==> src/rtl/regfile_param_clr_if.sv <==
// Register-file access bundle: two combinational read ports, one write port,
// clear request and the busy/wr_drop status returned by the register file.
interface regfile_param_clr_if #(
  parameter int DATA_W = 8,
  parameter int ADDR_W = 3
);
  logic [ADDR_W-1:0] a_addr;
  logic [ADDR_W-1:0] b_addr;
  logic [DATA_W-1:0] a_data;
  logic [DATA_W-1:0] b_data;
  logic [ADDR_W-1:0] d_addr;
  logic [DATA_W-1:0] d_data;
  logic              we;
  logic              clr_req;
  logic              busy;
  logic              wr_drop;

  modport master (
    output a_addr, b_addr, d_addr, d_data, we, clr_req,
    input  a_data, b_data, busy, wr_drop
  );

  modport slave (
    input  a_addr, b_addr, d_addr, d_data, we, clr_req,
    output a_data, b_data, busy, wr_drop
  );
endinterface

==> src/rtl/regfile_param_clr.sv <==
// 2R/1W register file, zero-latency reads, optional hardwired R0, sequenced clear (busy=DEPTH cycles);
// writes during busy are dropped and flagged on wr_drop. REGF_BYPASS_EN enables write-to-read forwarding.
module regfile_param_clr #(
  parameter int DATA_W   = 8,
  parameter int ADDR_W   = 3,
  parameter bit ZERO_REG = 1'b1
) (
  input logic               clk,
  input logic               rst_n,
  regfile_param_clr_if.slave bus
);
  localparam int DEPTH = 1 << ADDR_W;

  typedef enum logic {IDLE, CLEAR} state_t;

  state_t            state;
  state_t            state_nxt;
  logic [ADDR_W-1:0] cnt;
  logic [ADDR_W-1:0] cnt_nxt;
  logic [DATA_W-1:0] regs [DEPTH];
  logic              clearing;
  logic              cnt_last;
  logic              wr_acc;
  logic              wr_drop_q;
  logic [DATA_W-1:0] a_val;
  logic [DATA_W-1:0] b_val;

  assign cnt_last = (cnt == ADDR_W'(DEPTH - 1));
  assign clearing = (state == CLEAR);

  // R0 writes are swallowed without raising wr_drop when it is hardwired.
  assign wr_acc = bus.we && !clearing && !(ZERO_REG && (bus.d_addr == '0));

  always_ff @(posedge clk or negedge rst_n) begin
    if (!rst_n) begin
      state <= IDLE;
      cnt   <= '0;
    end else begin
      state <= state_nxt;
      cnt   <= cnt_nxt;
    end
  end

  always_comb begin
    state_nxt = state;
    cnt_nxt   = cnt;
    case (state)
      IDLE: begin
        if (bus.clr_req) begin
          state_nxt = CLEAR;
          cnt_nxt   = '0;
        end
      end
      CLEAR: begin
        cnt_nxt = cnt + 1'b1;
        if (cnt_last) begin
          state_nxt = IDLE;
        end
      end
      default: begin
        state_nxt = IDLE;
        cnt_nxt   = '0;
      end
    endcase
  end

  always_ff @(posedge clk or negedge rst_n) begin
    if (!rst_n) begin
      for (int i = 0; i < DEPTH; i++) begin
        regs[i] <= '0;
      end
    end else begin
      if (clearing) begin
        regs[cnt] <= '0;
      end
      if (wr_acc) begin
        regs[bus.d_addr] <= bus.d_data;
      end
    end
  end

  always_ff @(posedge clk or negedge rst_n) begin
    if (!rst_n) begin
      wr_drop_q <= 1'b0;
    end else begin
      wr_drop_q <= bus.we && clearing;
    end
  end

  always_comb begin
    a_val = regs[bus.a_addr];
    b_val = regs[bus.b_addr];
    if (ZERO_REG && (bus.a_addr == '0)) begin
      a_val = '0;
    end
    if (ZERO_REG && (bus.b_addr == '0)) begin
      b_val = '0;
    end
`ifdef REGF_BYPASS_EN
    // wr_acc already excludes CLEAR and the hardwired R0, so those never forward.
    if (wr_acc && (bus.a_addr == bus.d_addr)) begin
      a_val = bus.d_data;
    end
    if (wr_acc && (bus.b_addr == bus.d_addr)) begin
      b_val = bus.d_data;
    end
`endif
  end

  assign bus.a_data  = a_val;
  assign bus.b_data  = b_val;
  assign bus.busy    = clearing;
  assign bus.wr_drop = wr_drop_q;
endmodule

==> src/flat_wrapper.sv <==
// flat-port wrapper written by rule: the top's interface ports become plain ports
module regfile_param_clr_flat 
#(
  parameter int DATA_W   = 8,
  parameter int ADDR_W   = 3,
  parameter bit ZERO_REG = 1'b1
)
  (clk, rst_n, bus_a_addr, bus_b_addr, bus_d_addr, bus_d_data, bus_we, bus_clr_req, bus_a_data, bus_b_data, bus_busy, bus_wr_drop);
  regfile_param_clr_if #(.DATA_W(DATA_W), .ADDR_W(ADDR_W)) bus_i ();
  input logic clk;
  input logic rst_n;
  input wire logic [$bits(bus_i.a_addr)-1:0] bus_a_addr;
  input wire logic [$bits(bus_i.b_addr)-1:0] bus_b_addr;
  input wire logic [$bits(bus_i.d_addr)-1:0] bus_d_addr;
  input wire logic [$bits(bus_i.d_data)-1:0] bus_d_data;
  input wire logic [$bits(bus_i.we)-1:0] bus_we;
  input wire logic [$bits(bus_i.clr_req)-1:0] bus_clr_req;
  output wire logic [$bits(bus_i.a_data)-1:0] bus_a_data;
  output wire logic [$bits(bus_i.b_data)-1:0] bus_b_data;
  output wire logic [$bits(bus_i.busy)-1:0] bus_busy;
  output wire logic [$bits(bus_i.wr_drop)-1:0] bus_wr_drop;
  assign bus_i.a_addr = bus_a_addr;
  assign bus_i.b_addr = bus_b_addr;
  assign bus_i.d_addr = bus_d_addr;
  assign bus_i.d_data = bus_d_data;
  assign bus_i.we = bus_we;
  assign bus_i.clr_req = bus_clr_req;
  assign bus_a_data = bus_i.a_data;
  assign bus_b_data = bus_i.b_data;
  assign bus_busy = bus_i.busy;
  assign bus_wr_drop = bus_i.wr_drop;
  regfile_param_clr #(.DATA_W(DATA_W), .ADDR_W(ADDR_W), .ZERO_REG(ZERO_REG)) u_core (.clk(clk), .rst_n(rst_n), .bus(bus_i));
endmodule
==> config.mk <==
export PLATFORM = sky130hd
export DESIGN_NAME = regfile_param_clr_flat
export DESIGN_NICKNAME = d
export VERILOG_FILES = /design/src/rtl/regfile_param_clr_if.sv /design/src/rtl/regfile_param_clr.sv /design/src/flat_wrapper.sv
export SDC_FILE = /design/constraint.sdc
export NUM_CORES = 1
export LEC_CHECK = 0
export BUFFER_PORTS_ARGS = -buffer_cell sky130_fd_sc_hd__buf_2
export CORE_ASPECT_RATIO = 1.2
export CORE_UTILIZATION = 30
export DETAILED_ROUTE_END_ITERATION = 10
export SLEW_MARGIN = 15
export SYNTH_ARGS = -nofsm -noshare
export SYNTH_HDL_FRONTEND = slang
export SYNTH_SLANG_ARGS = --single-unit
==> constraint.sdc <==
create_clock -name clk -period 1.5 [get_ports clk]
set_clock_uncertainty 0.2 [all_clocks]
set_input_delay 0.075 -clock clk [delete_from_list [all_inputs] [get_ports clk]]
set_output_delay 0.075 -clock clk [all_outputs]
set_load 0.03 [all_outputs]
# Yosys cells after proc, flatten, opt, wreduce, memory -nomap -nowiden
# Cells that the tools add are included.
dict set report op_classes {
  addsub 1
  order_cmp 6
  eq_ne 2
  muxes 20
  bitwise_logic 7
  n_reduce_logical 10
}
# cell n
set ops {}
lappend ops {{$mux 64} 2}
lappend ops {{$and 64x64->64} 1}
lappend ops {{$bwmux 64} 1}
lappend ops {{$mux 8} 8}
lappend ops {{$not 64->64} 1}
lappend ops {{$bmux 8 s3} 2}
lappend ops {{$demux 8 s3} 2}
lappend ops {{$ge 4x4->1 const B} 4}
lappend ops {{$not 3->4} 4}
lappend ops {{$logic_not 3->1} 3}
lappend ops {{$lt 4x1->1 const B} 2}
lappend ops {{$pmux 3 s2} 1}
lappend ops {{$logic_and 1x1->1} 5}
lappend ops {{$add 3x1->3 const B} 1}
lappend ops {{$eq 3x3->1 const B} 1}
lappend ops {{$mux 3} 1}
lappend ops {{$logic_not 1->1} 2}
lappend ops {{$mux 1} 2}
lappend ops {{$ne 2x2->1 const B} 1}
lappend ops {{$pmux 1 s2} 1}
lappend ops {{$not 1->1} 1}
dict set report word_totals {
  ff_bits 69
  input_bits 21
  output_inout_bits 18
  elab_cells 57
}

# Longest topological paths before layout
# Gate-level depths: netlist (run 1).
dict set report logic_depth {
  ltp_word 10
  depth_mapped 5
  depth_no_buf 4
}

# Least setup slack after synthesis (run 1)
# OpenSTA, ideal clock, no wires.
dict set report synth_timing {
  path_kind {input -> output}
  start {input port bus_b_addr[1]}
  end {output port bus_b_data[5]}
  t_arrival_ps 1487
  required_ps 1225
  path_slack_ps -262
  stages 5
  n_path_buf 3
  path_cell_list {buf_2 -> buf_4 -> buf_4 -> mux2i_1 -> a311oi_1}
}
dict set report synth_between {
  elab_chain_len 5
  word_cells_on_any_way 6
  classes_between {mux: 4; bitwise: 1; reduce/logical: 1}
}
# element line
set synth_rtl {}
lappend synth_rtl {{from (decl)} flat_wrapper.sv:13} ;# input wire logic [$bits(bus_i.b_addr)-1:0] bus_b_addr;
lappend synth_rtl {{$not 3->4 (implied by the code)} regfile_param_clr.sv:92} ;# b_val = regs[bus.b_addr];
lappend synth_rtl {{$bmux 8 s3} regfile_param_clr.sv:92}
lappend synth_rtl {{$mux 8 (implied by the code) (2 in series)} regfile_param_clr.sv:92}
lappend synth_rtl {{$mux 8 (*)} regfile_param_clr.sv:96} ;# if (ZERO_REG && (bus.b_addr == '0)) begin
lappend synth_rtl {{to (decl)} flat_wrapper.sv:19} ;# output wire logic [$bits(bus_i.b_data)-1:0] bus_b_data;
# Mark *: on every way between the ends. The rest lies on a longest branch, timed or not. The select of a mux whose other input is x is not followed.

# Worst setup path in the final report (run 1)
dict set report layout_timing {
  start {register u_core.regs[38] (netlist bit)}
  end {output port bus_b_data[6]}
}
dict set report layout_between {
  elab_chain_len 4
}
# element line
set layout_rtl {}
lappend layout_rtl {{from (decl)} regfile_param_clr.sv:20} ;# logic [DATA_W-1:0] regs [DEPTH];
lappend layout_rtl {{from (signal, indexed assignment)} regfile_param_clr.sv:77} ;# regs[bus.d_addr] <= bus.d_data;
lappend layout_rtl {{$bmux 8 s3} regfile_param_clr.sv:92}
lappend layout_rtl {{$mux 8 (implied by the code) (2 in series)} regfile_param_clr.sv:92}
lappend layout_rtl {{$mux 8} regfile_param_clr.sv:96}
# Every way passes these cells. The select of a mux whose other input is x is not followed.

==> results.md, run 1 <==
* R2R setup slack at -0.10 ns
* Die Wd at 102 um
* Hold WS at 0.0648 ns
* Die H at 122 um
* Final TNS setup at -6.09 ns
* Post-Synth Simple-Gate Area at 14.5%
* FF+latch count, synth at 61
* Sequential element share of the synthesized area at 42.4%
* XOR/XNOR Fraction of Synth Area at 0%
* Met1 Track Usage GR at 23.9%
* Gr ovfl total at 0
* Peak VDD IR at 0.634 mV
* Final hold violation count at 0
* Rows at 43
* Crit path max-delay family: flip-flops
* Tcrit/Tclk final at 127%
* Routability Congestion at 0.901
* Total die area at 12,500 um2
* # H-tree levels at 3
* CTS Buf Count at 9
* Vias post-DR at 2,966
* Yosys top cell area share at 42.4%
* Crit path buffers/inverters at 2
* Initial DRT Pass Iterations at 4
* Number of distinct library cells after synthesis at 31
* Compound-cell area share of the yosys netlist at 11.5%
* Place WS at -0.198 ns
* Synth-to-layout area growth at 40.2%
* Fmax at 524 MHz
* Post-Synth Adder-Cell Area at 0.695%
* Worst hold path type: primary input to register
* CP endpoint kind: primary output
* Dpl hpwl at 7.35 mm
* Initial core utilization at 31.0%
* Failing checks: setup timing
* Drt via density at 5.21
* Power per Cell Area at 1610 nW/um2
* Max_cap viols at 0
* Number of diodes at 0
* CP Launch Type: register
* Syn nets at 367
* RSZ-0062 raised after global routing: true
* Largest net degree at the start of global routing at 62
* Worst skew pair latency at 0.33 ns
* Synthesized cell area at 3600 um2
* Setup WS post-layout at -0.410 ns
* Met3 usage at 3.79%
* Worst-path fanout max at 3
* GRT Max-Usage Layer: met2
* Core Footprint at 11,600 um2
* Synth Flop Type: dfrtp_1
* WP data required at 1.22 ns
* Initial antenna violation count at 0
* IO Pins at 39
* Leakage at 0.00231 uW
* CTS tree: done
* Clock Tree Buf Depth at 2
* Clk root buf: clkbuf_16
* Worst Max-Slew Pin Slew at 0.381 ns
* Avg Inst Size Synth at 10.5 um2
* Vias in the first global route at 3,157
* Worst EP arrival at 1.63 ns
* Rel. slew slack at 74.4%
* Synth top cells by count: mux2i_1, dfrtp_1, nand2_1
* Global-route wire length before repair at 17.4 mm
* Ratio of cells with drive above 1 in the final layout at 35.0%
* Routed len/inst at 18.9 um
* Syn. warnings at 0
* Total GRT Usage at 18.8%
* Main combinational cell family by area after synthesis: multiplexers
* Starting DRT DRC Count at 192
* Clock sink count at 61
* Routed Antenna Nets at 0
* # DRC at 0
* Multiplexer share of the synthesized area at 25.3%
* Slowest CP cell: dfrtp_1
* Top-count cell post-synth: mux2i_1
* Setup Crit Path Kind: register to primary output
* Ranking of synthesized cells by area: dfrtp_1, mux2i_1, nand2_1, mux2_2, a311oi_1
* Number of endpoints failing setup at the final stage at 30
* Final Max Slew Viols at 0
* IO Port Bufs at 38
* Post-synth EDFFs at 0
* Final wirelength at 10.7 mm
* Post-synthesis async set-or-reset flop share at 100%
* Cells after synthesis at 344
* Yosys top cell by area: dfrtp_1
* Outcome: complete, but fails checks
* Clock transition at the registers of the reported paths at 0.05 ns
* Crit-path max cell delay at 0.42 ns
* Met2 global-route usage at 31.2%
* Final #Nets at 430
* CP cell instances: mux2_4 > a221oi_2 > buf_4 > a311oi_4 > buf_6
* Min Clock Period, post-route at 1.91 ns
## what timing repair did
| action | in CTS | in global routing |
|---|---|---|
| endpoints found under the hold margin | 122 | 0 |
| endpoints found under the setup margin | 43 | 58 |
| hold buffers | 11 | 0 |
| pin swaps | 13 | 4 |
| gates resized for setup | 44 | 6 |
| setup buffers | 2 | 0 |
## where the power goes
group	switching (uW)	internal, uW
Combinational	1540	1490
Sequential	621	2290
Clock	737	1450
## cells by family after synthesis
family / after synthesis
simple gates: 100
compound gates: 51
buf+inv: 41
mux: 89
fa+ha+maj: 2
flops: 61
## metal layers
metal / wire [um] / share of wire (%)
met1: 4770 / 44
met2: 5320 / 50
met3: 445 / 4.1
met4: 191 / 1.8
met5: 0 / 0
## flip-flops by register name, indices dropped and copies added, names as in the netlist
name,count
u_core.bus.wr_drop,1
u_core.bus.busy,1
u_core.regs,56
u_core.cnt,3
## path summary, 6_finish.rpt
path | from | to | cells past startpoint
min in group asynchronous | rst_n | u_core.regs[33] | 3
max in group asynchronous | rst_n | u_core.bus.busy | 3
setup / recovery | u_core.regs[38] | bus_b_data[6] | 5
setup reg to reg | u_core.bus.busy | u_core.regs[53] | 3
hold reg to reg | u_core.regs[29] | u_core.regs[29] | 2
hold / removal | bus_d_addr[2] | u_core.regs[32] | 4
## placed cells by master (no fill, tap or decap), types with 5 or more instances in the layout
cell and count:
inv_1 8, buf_2 27, buf_12 14, dfrtp_1 59, a221oi_4 5, dlygate4sd3_1 11
clkbuf_16 9, mux2i_1 71, a211oi_1 16, buf_4 29, nor2b_1 17, a221oi_2 8
mux2_2 9, mux2_4 8, nand2_1 59, a311oi_2 14
## worst register-to-register path, delay by kind of cell (launching register included)
| family | cells | cell delay (ns) |
|---|---|---|
| and+or+nand+nor | 2 | 0.64 |
| DFF | 1 | 0.43 |
| muxes | 1 | 0.19 |
## area by class of cell
class | instances | area (um2)
Timing Repair Buffer | 85 | 788
Fill cell | 1136 | 6570
Inverter | 8 | 30.0
Tap cell | 157 | 196
Clock inverter | 4 | 72.6
Sequential cell | 61 | 1530
Multi-Input combinational cell | 242 | 2200
Clock buffer | 12 | 236
## metrics by stage
stage          util (%)  power [uW]  area [um2]  cells
3_5_place_dp       37.7        5660        4380    541
2_1_floorplan         -        4570        3740    344
4_1_cts            43.4        8140        5040    570
6_report           43.5        8140        5050    569
5_1_grt            43.5        8580        5050    569
3_3_place_gp       37.7        5540        4380    541
(Power assumes the default switching activity.)
==> inputs of run 2 (changes only) <==
--- a/config.mk
+++ b/config.mk
@@ -6,7 +6,7 @@
 export NUM_CORES = 1
 export LEC_CHECK = 0
 export BUFFER_PORTS_ARGS = -buffer_cell sky130_fd_sc_hd__buf_2
-export CORE_ASPECT_RATIO = 1.2
+export CORE_ASPECT_RATIO = 0.5
 export CORE_UTILIZATION = 30
 export DETAILED_ROUTE_END_ITERATION = 10
 export SLEW_MARGIN = 15
==> run 2 against run 1 <==
  * The run still ends with setup timing left
  * Sequential share of layout area down 0.86 points
  * Via count increased by 0.34%
  * Largest cell class unchanged
  * Worst hold slack improved by 0.0050 ns
  * Power rose by 1.6%
==> results.md, run 2 (synthesis gave the netlist of run 1 again) <==
* Core Footprint at 11,400 um2
* Final Max Slew Viols at 0
* Largest net degree at the start of global routing at 62
* Worst-path fanout max at 3
* Crit path max-delay family: flip-flops
* Placed Instances at 560
* # DRC at 0
* Setup Crit Path Kind: register to primary output
* DP Area at 4420 um2
* Fmax at 519 MHz
* Number of endpoints failing setup at the final stage at 27
* Clock Tree Buf Depth at 2
* Number of diodes at 0
* R2R depth at 3
* Top flop regs: u_core.regs x56, u_core.cnt x3
* Clk root buf: clkbuf_16
* Biggest register: u_core.regs
* Final hold violation count at 0
* Initial core utilization at 31.7%
* Total Power at 8260 uW
* CP Launch Type: register
* Crit path depth at 5
* R2r startpoint: u_core.bus.busy
* R2R setup slack at -0.08 ns
* # H-tree levels at 3
* Worst Max-Slew Pin Slew at 0.441 ns
* Global-route wire length before repair at 16.4 mm
* Initial DRT Pass Iterations at 4
* Final Instance Area at 5200 um2
* Final wirelength at 10.4 mm
* Number of flip-flops in the largest register at 56
* Max_cap viols at 0
* Total die area at 12,500 um2
* WP data required at 1.22 ns
* Die Wd at 157 um
* Crit path buffers/inverters at 2
* Worst EP arrival at 1.65 ns
* Starting DRT DRC Count at 194
* Slowest CP cell: dfrtp_1
* IO Pins at 39
* Post-Layout Cell Count at 585
* IO Port Bufs at 38
* Routed len/inst at 17.8 um
* Power per Cell Area at 1590 nW/um2
* CTS Buf Count at 9
* Clock transition at the registers of the reported paths at 0.05 ns
* Min Clock Period, post-route at 1.93 ns
* Outcome: complete, but fails checks
* Drt via density at 5.09
* Routability Congestion at 0.793
* Tcrit/Tclk final at 129%
* Leakage at 0.00240 uW
* Worst reg2reg path endpoint: u_core.regs[54]
* Dpl hpwl at 7.20 mm
* Crit-path max cell delay at 0.40 ns
* CP dominant cell by count: buf_4
* Vias post-DR at 2,976
* Failing checks: setup timing
* Gr ovfl total at 0
* Worst skew pair latency at 0.33 ns
* Most common cell after layout, fill and taps aside: mux2i_1
* Final #Nets at 444
* Setup WS post-layout at -0.429 ns
* Clock sink count at 61
* Rows at 27
* CP endpoint kind: primary output
* Final TNS setup at -5.96 ns
* Initial antenna violation count at 0
* RSZ-0062 raised after global routing: true
* Worst hold path type: primary input to register
* Most frequent cells in the layout: mux2i_1, nand2_1, dfrtp_1
* Vias in the first global route at 2,923
* CTS tree: done
* Die H at 79.5 um
* Crit. Startpoint: u_core.regs[37]
* Ratio of cells with drive above 1 in the final layout at 38.5%
* CP cell instances: mux2_4 > a221oi_4 > buf_4 > a311oi_2 > buf_4
* Total GRT Usage at 17.9%
* Routed Antenna Nets at 0
* Synth-to-layout area growth at 44.4%
* Peak VDD IR at 0.664 mV
* Critical path endpoint: bus_b_data[5]
* Rel. slew slack at 70.4%
run 2: changes by cell type in the layout (fill, tap and decap cells not counted), moves of 2 or more:
| cell | before | now |
|---|---|---|
| a221oi_1 | 2 | 0 |
| buf_6 | 4 | 9 |
| clkbuf_8 | 0 | 2 |
| clkbuf_1 | 3 | 1 |
| mux2_2 | 9 | 4 |
| a221oi_2 | 8 | 10 |
| buf_12 | 14 | 8 |
| mux2_4 | 8 | 13 |
| buf_2 | 27 | 22 |
| buf_4 | 29 | 49 |
run 2: area by class of cell:
type                    count  area (um2)
clock buffers              12         256
multi-input cells         242        2270
fillers                  1057        6150
well taps                 159         199
flip-flops and latches     61        1530
clock inverters             4        70.1
inverters                   8        30.0
repair buffers             99         850
run 2: stage by stage:
step           util [%]  hold slack (ns)  worst slack (ns)
6_report           45.8           0.0698            -0.429
3_3_place_gp       39.0          -0.0906            -0.203
2_1_floorplan         -           -0.421            -0.233
4_1_cts            44.5           0.0578            -0.429
5_1_grt            45.8           0.0817            -0.490
3_5_place_dp       39.0          -0.0862            -0.191
run 2: worst min-delay path by stage:
stage | from | end | slack [ns] | cells past startpoint
6_report | bus_d_addr[1] | u_core.regs[19] | 0.07 | 4
5_1_grt | bus_d_addr[2] | u_core.regs[33] | 0.08 | 4
4_1_cts | bus_d_addr[2] | u_core.regs[37] | 0.06 | 4
3_5_place_dp | rst_n | u_core.cnt[2] | -0.09 | 2
3_3_place_gp | rst_n | u_core.cnt[0] | -0.09 | 2
2_1_floorplan | rst_n | u_core.bus.busy | -0.42 | 0
run 2: routing by layer:
metal	GRT usage, %	vias to the layer above	routed length (um)
met4	5.59	0	119
met1	25.0	1500	4920
met3	3.53	11	490
met5	0	-	0
met2	27.7	53	4850
li1	-	1412	-
run 2: repair_timing:
item / 4_1_cts / 5_1_grt
endpoints found under the hold margin: 119 / 0
endpoints found under the setup margin: 38 / 65
resized for setup: 46 / 28
hold buffers: 11 / 0
setup buffers: 0 / 2
pin swaps: 10 / 13
run 2: worst reg2reg max path, cell delays in order, from the launching register on:
cell	delay [ns]
dfrtp_2	0.43
nand3b_4	0.20
or3_4	0.45
mux2i_1	0.16
run 2: where the power goes:
| part | internal (uW) | switching, uW | leakage (uW) |
|---|---|---|---|
| Sequential | 2300 | 636 | 0.000820 |
| Combinational | 1520 | 1530 | 0.00142 |
| Clock | 1540 | 736 | 0.000163 |
| Total | 5360 | 2910 | 0.00240 |
